## src/rtl/uart_rx_fifo.sv

```systemverilog
`timescale 1ns/1ps
`default_nettype none
// ============================================================================
//  Module   : uart_rx_fifo
//  Purpose  : 8N1 serial receiver feeding a first-word-fall-through byte
//             FIFO with a valid/ready output and sticky overrun/framing flags.
//  Revision : 1.0 - initial release
// ============================================================================
module uart_rx_fifo #(
  parameter int DEPTH       = 16,
  parameter int SYNC_STAGES = 2
) (
  input  logic                     clk,
  input  logic                     rstn,
  input  logic                     rx,
  input  logic [15:0]              baud,
  output logic [7:0]               m_data,
  output logic                     m_valid,
  input  logic                     m_ready,
  output logic [$clog2(DEPTH):0]   count,
  output logic                     overflow,
  output logic                     frame_err,
  input  logic                     clr_err
);

  localparam int AW = $clog2(DEPTH);
  localparam int CW = AW + 1;
  localparam logic [CW-1:0] FULL_CNT = CW'(DEPTH);
  localparam logic [15:0]   MIN_BIT  = 16'd4;

  typedef enum logic [1:0] {
    ST_IDLE  = 2'd0,
    ST_START = 2'd1,
    ST_DATA  = 2'd2,
    ST_STOP  = 2'd3
  } state_t;

  logic [SYNC_STAGES-1:0] sync_q;
  logic                   rx_s;
  logic                   rx_p_q;

  state_t      state_q, state_d;
  logic [15:0] cnt_q, cnt_d;
  logic [15:0] bper_q, bper_d;
  logic [2:0]  idx_q, idx_d;
  logic [7:0]  shift_q, shift_d;
  logic        push;
  logic        ferr_set;

  logic [7:0]    mem_q [DEPTH];
  logic [AW-1:0] rd_q, wr_q;
  logic [CW-1:0] count_q, count_d;
  logic          ovf_q, ferr_q;
  logic          full, pop, push_ok, ovf_set;

  assign rx_s = sync_q[SYNC_STAGES-1];

  // Synchroniser chain and previous-sample register; idle level is high.
  always_ff @(posedge clk or negedge rstn) begin
    if (!rstn) begin
      sync_q <= '1;
      rx_p_q <= 1'b1;
    end else begin
      sync_q <= {sync_q[SYNC_STAGES-2:0], rx};
      rx_p_q <= rx_s;
    end
  end

  // Receiver state, bit timing and shift register.
  always_ff @(posedge clk or negedge rstn) begin
    if (!rstn) begin
      state_q <= ST_IDLE;
      cnt_q   <= 16'd0;
      bper_q  <= MIN_BIT;
      idx_q   <= 3'd0;
      shift_q <= 8'd0;
    end else begin
      state_q <= state_d;
      cnt_q   <= cnt_d;
      bper_q  <= bper_d;
      idx_q   <= idx_d;
      shift_q <= shift_d;
    end
  end

  // Next-state logic: mid-bit sampling relative to the detected start edge.
  always_comb begin
    state_d  = state_q;
    cnt_d    = cnt_q;
    bper_d   = bper_q;
    idx_d    = idx_q;
    shift_d  = shift_q;
    push     = 1'b0;
    ferr_set = 1'b0;
    case (state_q)
      ST_IDLE: begin
        if (rx_p_q && !rx_s) begin
          state_d = ST_START;
          cnt_d   = 16'd0;
          bper_d  = (baud < MIN_BIT) ? MIN_BIT : baud;
        end
      end
      ST_START: begin
        if (cnt_q == (bper_q >> 1) - 16'd1) begin
          if (!rx_s) begin
            state_d = ST_DATA;
            cnt_d   = 16'd0;
            idx_d   = 3'd0;
          end else begin
            state_d = ST_IDLE;
          end
        end else begin
          cnt_d = cnt_q + 16'd1;
        end
      end
      ST_DATA: begin
        if (cnt_q == bper_q - 16'd1) begin
          shift_d[idx_q] = rx_s;
          cnt_d          = 16'd0;
          if (idx_q == 3'd7) begin
            state_d = ST_STOP;
          end else begin
            idx_d = idx_q + 3'd1;
          end
        end else begin
          cnt_d = cnt_q + 16'd1;
        end
      end
      ST_STOP: begin
        if (cnt_q == bper_q - 16'd1) begin
          state_d = ST_IDLE;
          if (rx_s) begin
            push = 1'b1;
          end else begin
            ferr_set = 1'b1;
          end
        end else begin
          cnt_d = cnt_q + 16'd1;
        end
      end
      default: state_d = ST_IDLE;
    endcase
  end

  assign full    = (count_q == FULL_CNT);
  assign pop     = m_valid && m_ready;
  // A pop in the same cycle frees the slot, so a full FIFO still accepts.
  assign push_ok = push && (!full || pop);
  assign ovf_set = push && full && !pop;

  // Occupancy update from accepted pushes and pops.
  always_comb begin
    count_d = count_q;
    if (push_ok && !pop) begin
      count_d = count_q + CW'(1);
    end else if (!push_ok && pop) begin
      count_d = count_q - CW'(1);
    end
  end

  // Storage array; contents are don't-care until pointers mark them valid.
  always_ff @(posedge clk) begin
    if (push_ok) begin
      mem_q[wr_q] <= shift_q;
    end
  end

  // Pointers, occupancy and sticky error flags (set dominates clear).
  always_ff @(posedge clk or negedge rstn) begin
    if (!rstn) begin
      rd_q    <= '0;
      wr_q    <= '0;
      count_q <= '0;
      ovf_q   <= 1'b0;
      ferr_q  <= 1'b0;
    end else begin
      count_q <= count_d;
      if (push_ok) begin
        wr_q <= wr_q + AW'(1);
      end
      if (pop) begin
        rd_q <= rd_q + AW'(1);
      end
      if (ovf_set) begin
        ovf_q <= 1'b1;
      end else if (clr_err) begin
        ovf_q <= 1'b0;
      end
      if (ferr_set) begin
        ferr_q <= 1'b1;
      end else if (clr_err) begin
        ferr_q <= 1'b0;
      end
    end
  end

  assign m_valid   = (count_q != '0);
  assign m_data    = m_valid ? mem_q[rd_q] : 8'h00;
  assign count     = count_q;
  assign overflow  = ovf_q;
  assign frame_err = ferr_q;

endmodule
`default_nettype wire

```

## config.mk

```make
export PLATFORM = sky130hd
export DESIGN_NAME = uart_rx_fifo
export DESIGN_NICKNAME = d
export VERILOG_FILES = /design/src/rtl/uart_rx_fifo.sv
export SDC_FILE = /design/constraint.sdc
export NUM_CORES = 1
export LEC_CHECK = 0
export CORE_UTILIZATION = 49
export DETAILED_ROUTE_END_ITERATION = 12
export PLACE_DENSITY = 0.71
export SLEW_MARGIN = 20
export SYNTH_ARGS = -nofsm -noshare
export SYNTH_HDL_FRONTEND = slang
export SYNTH_SLANG_ARGS = --single-unit
```

## constraint.sdc

```tcl
create_clock -name clk -period 3.85 [get_ports clk]
set_input_delay 0.385 -clock clk [delete_from_list [all_inputs] [get_ports clk]]
set_output_delay 0.385 -clock clk [all_outputs]
set_load 0.005 [all_outputs]
```

==> summary.md <==
| Metric | Value |
|---|---|
| First-pass GRT wire length | 31,900 um |
| Cell row count | 49 |
| First-pass DRT Iterations | 8 |
| Setup crit end | count[4] |
| Initial antenna violation count | 0 |
| Flop-to-flop setup slack | 0.05 ns |
| Die Y | 139 um |
| Syn Nets | 706 |
| Overall power | 6.70 mW |
| Clock Skew | 0.0148 ns |
| Async S/R FF share, synth | 0.330 |
| Antenna diodes | 0 |
| Max Transition Viols Final | 0 |
| Clock transition at path regs | 0.07 ns |
| FF-to-FF End | count[4] |
| Setup ws final | 0.0529 ns |
| CORE AREA | 18,200 um^2 |
| IO buf count | 36 |
| Status | finished with violations |
| Final worst path period need | 3.80 ns |
| Critical Path RT | 4.17 ns |
| Multi-input gate area | 3560 um^2 |
| R2R cell count | 18 |
| Worst EP arrival | 4.12 ns |
| Worst Tran Pin Value | 0.798 ns |
| Most frequent cells in the layout | edfxtp_1 (128), dfrtp_1 (58), buf_4 (57) |
| HPWL Detailed | 14,000 um |
| Total Negative Setup Slacks | 0 ns |
| Final GP Congestion | 1.01 |
| Fillcell total | 1,423 |
| Reg area | 5430 um^2 |
| Share of cells above drive strength 1 | 0.262 |
| DR iter-0 viols | 444 |
| Pin count of the biggest net entering global routing | 36 |
| Cell variety after synth | 69 |
| Violated checks | design-rule violations, negative hold slack |
| Final period util | 0.986 |
| Syn Inst Count | 670 |
| HP Class | in -> async |
| Initial core utilization | 0.506 |
| Ports | 37 |
| Register area share after synthesis | 0.589 |
| Synth Register Bits | 191 |
| DR DRC count | 4 |
| CP Capture Type | register |
| F_max | 0.263 GHz |
| Ys Warns | 0 |
| Tot GR Track Use | 0.216 |
| Vias/cell | 5.75 |
| Routed Wire Length | 19,500 um |
| Final hold vios | 24 |
| Max Cap Viol | 0 |
| RSZ-0062 raised after global routing | true |
| Die area | 19,400 um^2 |
| CP max FO | 4 |
| VDD IR max | 0.368 mV |
| Clk Latency, worst-skew pair | 0.44 ns |
| Dpl ws | -0.215 ns |
| Nets | 779 |
| CTS Buf Count | 17 |
| CTS root buf | clkbuf_16 |
| Avg WL per Cell | 19.8 um |
| Max transition margin | 0.468 |
| Post-synth top flop | edfxtp_1 |
| Syn_area_per_cell | 13.8 um^2 |
| Power per cell area | 617 nW/um^2 |
| Hold-fix buffers, CTS | 0 |
| Fin Hold WS | -0.00751 ns |
| WS Path Type | reg -> reg |
| Post-DRT Antenna Nets | 0 |
| CTS max path bufs | 2 |
| Final setup violation count | 0 |
| Clock Sinks | 191 |
| Post-synth EDFFs | 128 |
| Leak | 4.20 nW |
| Startpoint types | register |
| Vias in the first global route | 6,082 |
| R2R Path Start | bper_q[1] |
| Most common cell after layout, fill and taps aside | edfxtp_1 |
| Vias post-DR | 5,663 |
| CTS tree | done |
| Layout area overhead | 17.7% |
| Grt ovf | 0 |
| Mapped cell area | 9220 um^2 |
| H-tree level count | 4 |
| Die Wd | 139 um |
| CP startpoint | bper_q[1] |
[stage by stage]
step / std cells / util / cell area (um^2) / hold slack, ns
6_report: 985 / 0.596 / 10900 / -0.00751
5_1_grt: 985 / 0.596 / 10900 / 0.0274
3_5_place_dp: 951 / 0.558 / 10200 / 0.349
2_1_floorplan: 670 / - / 9260 / 0.0894
4_1_cts: 985 / 0.595 / 10800 / 0.00185
3_3_place_gp: 951 / 0.558 / 10200 / 0.346
[what timing repair did]
item | 4_1_cts | 5_1_grt
resized for setup | 5 | 3
setup buffers | 2 | 0
hold endpoints to repair | 0 | 0
setup endpoints to repair | 3 | 2
pin swaps | 9 | 7
[cells by family after synthesis]
kind of cell / synth area share
muxes: 0.130
DFF: 0.589
and+or+nand+nor: 0.123
xor gates and xnor gates: 0.0428
buffers and inverters: 0.0322
adders and majority gates: 0.0212
AOI/OAI and AO/OA: 0.0620
[state kept, by name, indices dropped and copies added, names as in the netlist, 2 cells and up, named ones only]
name     flops
rd_q         4
mem_q      128
count        5
bper_q      16
idx_q        3
sync_q       2
shift_q      8
wr_q         4
cnt_q       16
[power by group]
group          total, mW  leakage [nW]  internal [mW]  switching (mW)
Combinational       2.27          1.70           1.13            1.14
Clock               1.84         0.309          0.915           0.925
Sequential          2.59          2.19           2.34           0.251
[critical path: stages (launching register included)]
cell and delay [ns]:
dfrtp_1 0.39, inv_2 0.09, ha_4 0.13, or4b_4 0.47, buf_6 0.14, nor4_4 0.25, nand4_1 0.16, nand3_1 0.12
nand4_1 0.16, buf_4 0.19, nor4b_4 0.27, ha_2 0.24, inv_2 0.06, fa_2 0.34, a21o_1 0.19, a21oi_2 0.14
xnor2_1 0.12, nor2_1 0.07, xor2_1 0.14
[Yosys cell counts, types with 12 or more instances]
| cell | instances | area, um^2 |
|---|---|---|
| inv_1 | 30 | 113 |
| xnor2_1 | 21 | 184 |
| clkbuf_1 | 26 | 97.6 |
| o21ai_0 | 19 | 95.1 |
| dfrtp_1 | 59 | 1480 |
| nand3_1 | 22 | 110 |
| nor2b_1 | 16 | 100 |
| or3_1 | 12 | 75.1 |
| nand2_1 | 32 | 120 |
| nor3_1 | 18 | 90.1 |
| mux2_2 | 25 | 282 |
| xor2_1 | 24 | 210 |
| mux4_2 | 40 | 901 |
| nor2_1 | 47 | 176 |
| ha_1 | 14 | 175 |
| edfxtp_1 | 128 | 3840 |
[worst min-delay path by stage]
| stage | start | endpoint | slack (ns) | cells past startpoint |
|---|---|---|---|---|
| after floorplan | rstn | asynchronous set/reset pin | 0.09 | 0 |
| after global placement | sync_q[0] | sync_q[1] | 0.35 | 0 |
| after detailed placement | sync_q[0] | sync_q[1] | 0.35 | 0 |
| after CTS | rstn | bper_q[15] | 0.002 | 1 |
| after global routing | rstn | rd_q[3] | 0.03 | 1 |
| final | rstn | rd_q[3] | -0.008 | 1 |
[metal layers]
| layer | share of wire | global-route usage |
|---|---|---|
| met5 | 0 | 0 |
| met4 | 0.017 | 0.0649 |
| met2 | 0.54 | 0.395 |
| met1 | 0.41 | 0.256 |
| met3 | 0.036 | 0.0449 |
[layout make-up]
| cell class | instances | area share |
|---|---|---|
| inverter | 31 | 0.0107 |
| clock inverter | 15 | 0.0199 |
| multi-input combinational | 407 | 0.329 |
| sequential | 191 | 0.500 |
| tap | 229 | 0.0264 |
| clock buffer | 17 | 0.0392 |
| timing repair buffer | 95 | 0.0751 |
Power figures use the tool's default switching activity.
